--- src/rtl/fetch_sequencer.sv ---
// Fetch-side sequencer: reads the PC, issues a single-beat imem read, holds the
// instruction for decode, then pulses a PC update with the sequential or redirect target.
module fetch_sequencer #(
  parameter int unsigned ADDR_W  = 32,
  parameter int unsigned INSTR_W = 32,
  parameter int unsigned PC_INC  = 1
) (
  input  logic               clk,
  input  logic               reset,
  input  logic [ADDR_W-1:0]  pc,
  input  logic               halt,
  output logic               imem_req,
  output logic [ADDR_W-1:0]  imem_addr,
  input  logic [INSTR_W-1:0] imem_rdata,
  input  logic               imem_valid,
  output logic [INSTR_W-1:0] instr,
  output logic               instr_valid,
  input  logic               instr_ready,
  input  logic               redirect,
  input  logic [ADDR_W-1:0]  redirect_target,
  output logic               upd_pc,
  output logic [ADDR_W-1:0]  pc_next
);

  typedef enum logic [2:0] {StIdle, StReq, StWait, StHold, StUpd} state_e;

  state_e              state_q, state_d;
  logic [INSTR_W-1:0]  instr_q, instr_d;
  logic [ADDR_W-1:0]   pc_next_q, pc_next_d;
  logic [ADDR_W-1:0]   tgt_q, tgt_d;
  logic                flush_q, flush_d;

  always_ff @(posedge clk) begin
    if (reset) begin
      state_q   <= StIdle;
      instr_q   <= '0;
      pc_next_q <= '0;
      tgt_q     <= '0;
      flush_q   <= 1'b0;
    end else begin
      state_q   <= state_d;
      instr_q   <= instr_d;
      pc_next_q <= pc_next_d;
      tgt_q     <= tgt_d;
      flush_q   <= flush_d;
    end
  end

  always_comb begin
    state_d   = state_q;
    instr_d   = instr_q;
    pc_next_d = pc_next_q;
    tgt_d     = tgt_q;
    flush_d   = flush_q;
    unique case (state_q)
      StIdle: begin
        // A redirect seen while idle is replayed through a discarded fetch.
        if (redirect) begin
          flush_d = 1'b1;
          tgt_d   = redirect_target;
        end
        if (!halt) state_d = StReq;
      end
      StReq: begin
        if (redirect) begin
          flush_d = 1'b1;
          tgt_d   = redirect_target;
        end
        state_d = StWait;
      end
      StWait: begin
        if (imem_valid) begin
          instr_d = imem_rdata;
          if (flush_q || redirect) begin
            // A same-cycle redirect is newer than any latched target.
            state_d   = StUpd;
            flush_d   = 1'b0;
            pc_next_d = redirect ? redirect_target : tgt_q;
          end else begin
            state_d = StHold;
          end
        end else if (redirect) begin
          flush_d = 1'b1;
          tgt_d   = redirect_target;
        end
      end
      StHold: begin
        if (redirect) begin
          state_d   = StUpd;
          flush_d   = 1'b0;
          pc_next_d = redirect_target;
        end else if (instr_ready) begin
          state_d   = StUpd;
          flush_d   = 1'b0;
          pc_next_d = pc + ADDR_W'(PC_INC);
        end
      end
      StUpd: begin
        state_d = halt ? StIdle : StReq;
      end
      default: state_d = StIdle;
    endcase
  end

  assign imem_req    = (state_q == StReq);
  assign imem_addr   = imem_req ? pc : '0;
  assign instr       = instr_q;
  assign instr_valid = (state_q == StHold);
  assign upd_pc      = (state_q == StUpd);
  assign pc_next     = (upd_pc && redirect) ? redirect_target : pc_next_q;

endmodule

--- config.mk ---
export PLATFORM = sky130hd
export DESIGN_NAME = fetch_sequencer
export DESIGN_NICKNAME = d
export VERILOG_FILES = /design/src/rtl/fetch_sequencer.sv
export SDC_FILE = /design/constraint.sdc
export NUM_CORES = 1
export LEC_CHECK = 0
export ABC_AREA = 1
export BUFFER_PORTS_ARGS = -buffer_cell sky130_fd_sc_hd__buf_2
export CORE_ASPECT_RATIO = 0.75
export CORE_UTILIZATION = 30
export DETAILED_ROUTE_END_ITERATION = 12
export PLACE_DENSITY = 0.49
export SLEW_MARGIN = 20
export SYNTH_ARGS = -nofsm -noshare
export SYNTH_HDL_FRONTEND = slang
export SYNTH_SLANG_ARGS = --single-unit
--- constraint.sdc ---
create_clock -name clk -period 3.3 [get_ports clk]
set_clock_uncertainty 0.2 [all_clocks]
set_input_delay 0.33 -clock clk [delete_from_list [all_inputs] [get_ports clk]]
set_output_delay 0.33 -clock clk [all_outputs]
set_load 0.005 [all_outputs]
==> summary.md, run 1 <==
| Metric | Value |
|---|---|
| Post-route setup slack | about 0.67 ns |
| Total CTS buffers | 9 |
| DR DRC count | 0 |
| RSZ-0062 raised after global routing | false |
| Netlist area before placement | 5830 um^2 |
| Share of the synthesized area in the top cell type | 0.344 |
| Total negative setup slack | 0 ns |
| Warning count from the yosys run | 0 |
| CTS sink cnt | 100 |
| Maximum level of the CTS H-tree | 3 |
| Count of final max-slew check failures | 0 |
| Syn_nets | 1049 |
| TritonRoute pass-1 iters | 5 |
| Vias in the first global route | roughly 5500 |
| Leading cell type in the layout, fill and taps excluded | nand2_1 |
| Clock tree from TritonCTS | done |
| Clock root buffer | clkbuf_16 |
| Clock transition at path regs | 0.07 ns |
| PortBufs | 200 |
| Max-capacitance violation count | 0 |
| Worst endpoint data arrival time | 2.10 ns |
| Wire length of the first global-routing pass | 29.8 mm |
| Worst hold margin | 0.0111 ns |
| Fraction of met1 tracks used by global routing | 0.298 |
| Mean instance size in the synthesized netlist | roughly 6 um^2 |
| GRT Total Usage | 0.192 |
| Relative slew margins | 0.316 |
| Clk buf depth | 2 |
| Initial core utilization | 0.311 |
| First-iteration detailed-routing DRC count | ~470 |
| Vertical die dimension | 123 um |
| Top cells by area in the synthesized netlist | dfxtp_1 (34%), nand2_1 (16%), o21ai_0 (12%) |
| Final weighted congestion in routability-driven placement | 0.875 |
| Ports placed on the boundary | 201 |
| Largest delay share family, worst path | buffers and inverters |
| Worst slack, placed | 0.920 ns |
| Most used cells in the layout excluding fill and tap cells | nand2_1 (254), buf_2 (200), nor2_1 (178) |
| Type of the setup path with the least slack | reg2out |
| Aggregate routed wire length | 19.5 mm |
| Worst vdd rail ir drop | between 0.2 and 0.3 mV |
| Width of the die | approximately 160 um |
| Met3 capacity usage during global routing | 0.0395 |
| Cell-by-cell trace of the critical path | inv_1 > nand2_1 > nor2_1 > inv_1 > nor2_1 > buf_2 |
| Layout overhead on the synthesized area | 27.7% |
| CP bufs+invs | 3 |
| CP Launch Type | flop |
| Area after DPL | 6960 um^2 |
| Placement Rows | 43 |
| Proportion of synthesized chip area in sequential cells | 0.344 |
| Post-route cell area | 7440 um^2 |
| Worst min path class | in2reg |
| Total half-perimeter wirelength after legalization and detailed placement | 14.2 mm |
| Highest net fanout along the worst path | 32 |
| Post-synthesis cell count | ~950 |
| Average vias per placed instance | 4.53 |
| Final critical delay including setup and external delays | approximately 2.6 ns |
| Number of setup violations in the final report | 0 |
| Grt total ovfl | 0 |
| Max frequency | approximately 380 MHz |
| ANT cells | 0 |
| Met2 global-route usage | 0.271 |
| Cell variety after synth | 34 |
| Maximum number of pins on one net before global-route repair | 64 |
| Fraction of final layout cells with drive strength greater than 1 | 0.235 |
| Number of nets in the finished design | roughly 1200 |
| Post-route antenna net violation count | 0 |
| Critical Path Sink Type | output port |
| Average routed wire per standard cell | 14.0 um |
| Global route hottest layer | met1 |
| Fin. Hold Viols | 0 |
| Worst Path Required | around 2.8 ns |
| DIE AREA | 20000 um^2 |
| Yosys top cell by area | dfxtp_1 |
| Placeable core region | 18700 um^2 |
| Run status | completed |
| Antenna violations before repair | 0 |
| Slowest-stage cell, CP | inv_1 |
| Total via count after detailed routing | 6288 |
| Final cycle utilization of the critical path | 0.798 |
| Worst-Margin Slew | between 1 and 1.5 ns |
| Count of state elements after synthesis | 100 |
| Clock insertion delay at the later pin of the skew report | between 0.3 and 0.4 ns |
| Pwr dens | 507 nW/um^2 |
| Slowest cell delay on critical path | 0.71 ns |
| Reported leakage power | 0.00365 uW |
-- per-stage QoR --
step,utilization,total power (uW),std cells
after floorplan,-,2330,946
after CTS,0.397,3830,1387
after detailed placement,0.372,2760,1352
after global routing,0.397,4060,1387
after global placement,0.372,2760,1352
final,0.397,3780,1387
-- area by class of cell --
cell class | count | area [um^2]
multi-input cells | 711 | 3250
inverters | 85 | 322
fillers | 2050 | 11300
clock inverters | 6 | 47.5
clock buffers | 10 | 239
well taps | 247 | 309
flip-flops and latches | 100 | 2000
repair buffers | 228 | 1270
-- metal layers --
metal	up-vias	share of wire	wire length, um
met2	189	0.40	7710
met3	6	0.063	1230
li1	3404	-	-
met1	2689	0.54	10400
met4	0	0.0057	111
met5	-	0	0
-- state kept, by name, summed over array words and instances, names as in the netlist --
signal and count:
flush_q 1, instr 32, pc_next_q 32, state_q 3
tgt_q 32
-- power by group --
group          total, uW  switching [uW]  internal, uW
combinational       1240             768           474
clock               1030             489           539
sequential          1500            79.3          1430
total               3780            1340          2440
-- cell usage after synthesis --
library cell and count:
o22ai_1 1, buf_6 5, mux2_2 1, o211ai_1 1, nand3_1 40, nand4_1 1, buf_1 2, inv_4 1
a21oi_1 15, ha_1 1, nor2_1 178, nand3_2 1, a31oi_1 30, nand2_2 6, a21boi_0 2, nand2_1 254
xnor2_1 1, nand3b_1 2, a21oi_2 20, o21ai_0 134, o221ai_1 1, o21a_1 4, inv_2 1, o21ai_1 1
inv_1 83, nor2_4 5, clkbuf_1 25, nand3_4 1, buf_2 14, xor2_1 1, dfxtp_1 100, nor3_1 4
buf_4 4, nor2_2 6
-- tightest hold or removal path, cell delays in order --
cell and delay (ns):
buf_2 0.08, nor2_1 0.04, nor2_1 0.08
-- path summary, 6_finish.rpt --
kind / from / endpoint / slack, ns / cells past startpoint
worst max-delay path: state_q[2]$_SDFFE_PP0P_ / imem_addr[5] / 0.67 / 6
worst min-delay path: imem_rdata[19] / instr[19]$_SDFFE_PP0P_ / 0.01 / 3
worst max register to register: state_q[2]$_SDFFE_PP0P_ / pc_next_q[21]$_SDFFE_PP0P_ / 1.13 / 7
worst min register to register: pc_next_q[0]$_SDFFE_PP0P_ / pc_next_q[0]$_SDFFE_PP0P_ / 0.28 / 2
-- cell families after synthesis --
group	after synthesis	synth area share
and+or+nand+nor	498	0.347
AOI/OAI and AO/OA	209	0.203
buffers and inverters	135	0.0994
DFF	100	0.344
xor gates and xnor gates	2	0.00301
muxes	1	0.00193
adders and majority gates	1	0.00215
-- timing repair --
action | 4_1_cts | 5_1_grt
buffers inserted | 0 | 0
hold buffers | 19 | 0
endpoints found under the hold margin | 19 | 0
resized for setup | 0 | 0
Power figures use the tool's default switching activity.
==> run 2, diff against run 1 <==
ABC_AREA = 0   (was 1)
PLACE_DENSITY = 0.5   (was 0.49)
clock period = 2.56 ns   (was 3.3 ns; I/O delays follow)
==> run 2 against run 1 <==
Compared with the run above: combinational power shrank 43%; largest power group unchanged; via count shrank 4.8%; critical path type unchanged; setup slack lost 0.56 ns; count of clock-buffer cells in the layout shrank 1; die area shrank 4.6%; critical path depth shrank 3; synthesized cell count shrank 24%; sequential share of layout area shrank 1.5 points.
==> summary.md, run 2 <==
| Metric | Value |
|---|---|
| Slowest cell delay on critical path | 0.69 ns |
| FF-to-FF path depth | 7 |
| Total negative setup slack | 0 ns |
| Top cells by area in the synthesized netlist | dfxtp_1 (36%), nand2_1 (10%), a21oi_1 (7.3%) |
| Post-route antenna net violation count | 0 |
| Worst min path class | in2reg |
| Grt total ovfl | 0 |
| Non-filler instance count after layout | 1222 |
| Highest net fanout along the worst path | 12 |
| TritonRoute pass-1 iters | 5 |
| GRT Total Usage | 0.205 |
| Number of setup violations in the final report | 0 |
| Reg-to-reg critical path startpoint | state_q[0]$_SDFFE_PP0P_ |
| Cell internal pwr | approximately 2700 uW |
| Mean instance size in the synthesized netlist | 7.68 um^2 |
| Register-to-register setup slack | 0.39 ns |
| CTS sink cnt | 100 |
| Yosys top cell by area | dfxtp_1 |
| Final cycle utilization of the critical path | 0.959 |
| Clock insertion delay at the later pin of the skew report | 0.35 ns |
| Reported leakage power | approximately 0.0033 uW |
| CP Launch Type | flop |
| Fraction of final layout cells with drive strength greater than 1 | 0.308 |
| Critical Path Sink Type | output port |
| Combinational family with the most area after synthesis | simple AND/OR/NAND/NOR gates |
| Worst Min Path Start | pc[31] |
| Post-synthesis cell count | between 700 and 800 |
| Number of buffers inserted to repair setup after CTS | 0 |
| Syn_nets | roughly 830 |
| Proportion of synthesized flip-flops having asynchronous set or reset | 0 |
| Multi-input gate area | 3320 um^2 |
| Share of the synthesized area in the top cell type | 0.361 |
| Post-route cell area | 7890 um^2 |
| Number of fill cells | 1831 |
| Max-capacitance violation count | 0 |
| End of the worst register-to-register path | pc_next_q[22]$_SDFFE_PP0P_ |
| ANT cells | 0 |
| Total half-perimeter wirelength after legalization and detailed placement | between 10 and 15 mm |
| Clk buf depth | 2 |
| DIE AREA | 19100 um^2 |
| Share of the synthesized netlist area taken by xor and xnor gates | 0.0237 |
| Ports placed on the boundary | approximately 200 |
| Clock tree from TritonCTS | done |
| Total via count after detailed routing | 5984 |
| Worst vdd rail ir drop | 0.230 mV |
| Max frequency | around 400 MHz |
| Clk pwr share | 0.371 |
| Most used standard cell by instance count after synthesis | nand2_1 |
| First-iteration detailed-routing DRC count | 343 |
| Type of the setup path with the least slack | reg2out |
| PortBufs | 200 |
| Largest delay share family, worst path | simple AND/OR/NAND/NOR gates |
| Capture endpoint of the worst hold path | pc_next_q[31]$_SDFFE_PP0P_ |
| Worst endpoint data arrival time | 2.00 ns |
| Relative slew margins | 0.515 |
| Count of final max-slew check failures | 0 |
| Count of state elements after synthesis | 100 |
| Cell-by-cell trace of the critical path | inv_1 > nor4_1 > buf_2 |
| Netlist area before placement | 5550 um^2 |
| Leading cell type in the layout, fill and taps excluded | buf_2 |
| Initial core utilization | 0.311 |
| Adder-Cell Fraction of Synth Area | 0.00225 |
| Cell variety after synth | 54 |
| Number of nets in the finished design | ~1100 |
| Final critical delay including setup and external delays | 2.46 ns |
| Aggregate routed wire length | 19.3 mm |
| Fraction of power consumed by combinational cells | 0.188 |
| Area after DPL | 6940 um^2 |
| Total CTS buffers | 9 |
| Clock transition at path regs | 0.07 ns |
| Proportion of synthesized chip area in sequential cells | 0.361 |
| Sequential cell area | 2000 um^2 |
| CP bufs+invs | 2 |
| Maximum level of the CTS H-tree | 3 |
| Clock root buffer | clkbuf_16 |
| Final weighted congestion in routability-driven placement | about 0.80 |
| Average vias per placed instance | 4.90 |
| Worst Path Required | 2.10 ns |
| Pwr dens | ~480 nW/um^2 |
| Worst-Margin Slew | 0.721 ns |
| DR DRC count | 0 |
| Vertical die dimension | 120 um |
| Number of enable-type register cells in the synthesized netlist | 0 |
| Cell depth of the worst hold path | 3 |
| Placed Cells incl. Taps | 1141 |
| Most common library cells after synthesis | nand2_1 (154), dfxtp_1 (100), a21oi_1 (81) |
| Compound-Gate Fraction of Synth Area | 0.192 |
| Most instantiated flip-flop cell in the synthesis netlist | dfxtp_1 |
| Average routed wire per standard cell | 15.8 um |
| Most used cells in the layout excluding fill and tap cells | buf_2 (199), nand2_1 (154), dfxtp_1 (100) |
| Mux contribution to synthesized area | 0.0685 |
| Maximum number of pins on one net before global-route repair | 33 |
| Wire length of the first global-routing pass | 30.9 mm |
| Placeable core region | 17900 um^2 |
| Run status | completed |
| Post-Route Utilization | 0.442 |
| Simple-Gate Fraction of Synth Area | 0.306 |
| Fin. Hold Viols | 0 |
| Vias in the first global route | 5652 |
| Slowest-stage cell, CP | nor4_1 |
| Layout overhead on the synthesized area | 42.1% |
| Placement Rows | 42 |
| Switch share | 0.281 |
| RSZ-0062 raised after global routing | false |
| Fraction of power consumed by sequential logic | 0.441 |
| Antenna violations before repair | 0 |
| NetSw | 1060 uW |
| Width of the die | 159 um |
| Warning count from the yosys run | 0 |
## run 2: cell types whose count changed in the layout (fill, tap and decap cells not counted), sizes merged, moves of 28 or more
cell	change
nand3	-28
buf	+28
mux2	+31
and2	+33
a211oi	+29
a21oi	+46
dlygate4sd3	+46
o21ai	-121
nand2	-106
inv	-81
nor2	-141
## run 2: logic make-up (layout without fill, tap and decap cells)
kind of cell               after synthesis  count (layout)
adders and majority gates                1               1
and+or+nand+nor                        338             338
buffers and inverters                   66             323
DFF                                    100             100
muxes                                   34              34
xor gates and xnor gates                15              15
AOI/OAI and AO/OA                      169             169
## run 2: worst max path at each step
stage                            startpoint                         end  cells past startpoint
finish              state_q[0]$_SDFFE_PP0P_               imem_addr[23]                      3
global route        state_q[1]$_SDFFE_PP0P_                 pc_next[10]                      5
CTS                 state_q[1]$_SDFFE_PP0P_                  pc_next[5]                      5
detailed placement                    pc[0]  pc_next_q[14]$_SDFFE_PP0P_                      7
global placement                      pc[0]  pc_next_q[14]$_SDFFE_PP0P_                      7
floorplan           state_q[0]$_SDFFE_PP0P_                 pc_next[10]                      6
## run 2: final cells by class
type | count | area share
inverters | 5 | 0.00238
well taps | 242 | 0.0384
flip-flops and latches | 100 | 0.254
multi-input cells | 557 | 0.421
repair buffers | 302 | 0.246
clock buffers | 9 | 0.0285
clock inverters | 7 | 0.00967
## run 2: metrics by stage
stage / total power [uW] / setup WS (ns) / hold WS, ns
2_1_floorplan: 2020 / 0.530 / 0.192
3_3_place_gp: 2340 / 0.293 / 0.241
3_5_place_dp: 2330 / 0.253 / 0.242
4_1_cts: 3830 / 0.113 / 0.0239
5_1_grt: 3980 / 0.0105 / 0.0357
6_report: 3780 / 0.105 / 0.0374
## run 2: power by group through the flow
stage / registers [uW] / clock network (uW) / logic [uW]
2_1_floorplan: 1690 / 0 / 334
3_3_place_gp: 1700 / 0 / 635
3_5_place_dp: 1700 / 0 / 634
4_1_cts: 1660 / 1450 / 714
5_1_grt: 1670 / 1510 / 789
6_report: 1670 / 1400 / 711
## run 2: worst min-delay path, stage by stage
cell and delay [ns]:
buf_2 0.12, o21ai_0 0.08, a31oi_1 0.08
## run 2: what timing repair did
action,CTS,global route
hold buffers,65,0
hold endpoints to repair,65,0
resized for setup,0,0
## run 2: per-layer routing
layer / vias up / global-route usage / wire, um
met5: - / 0 / 0
met1: 2710 / 0.297 / 9910
li1: 3061 / - / -
met3: 20 / 0.0391 / 1050
met4: 0 / 0.0547 / 282
met2: 193 / 0.309 / 8020
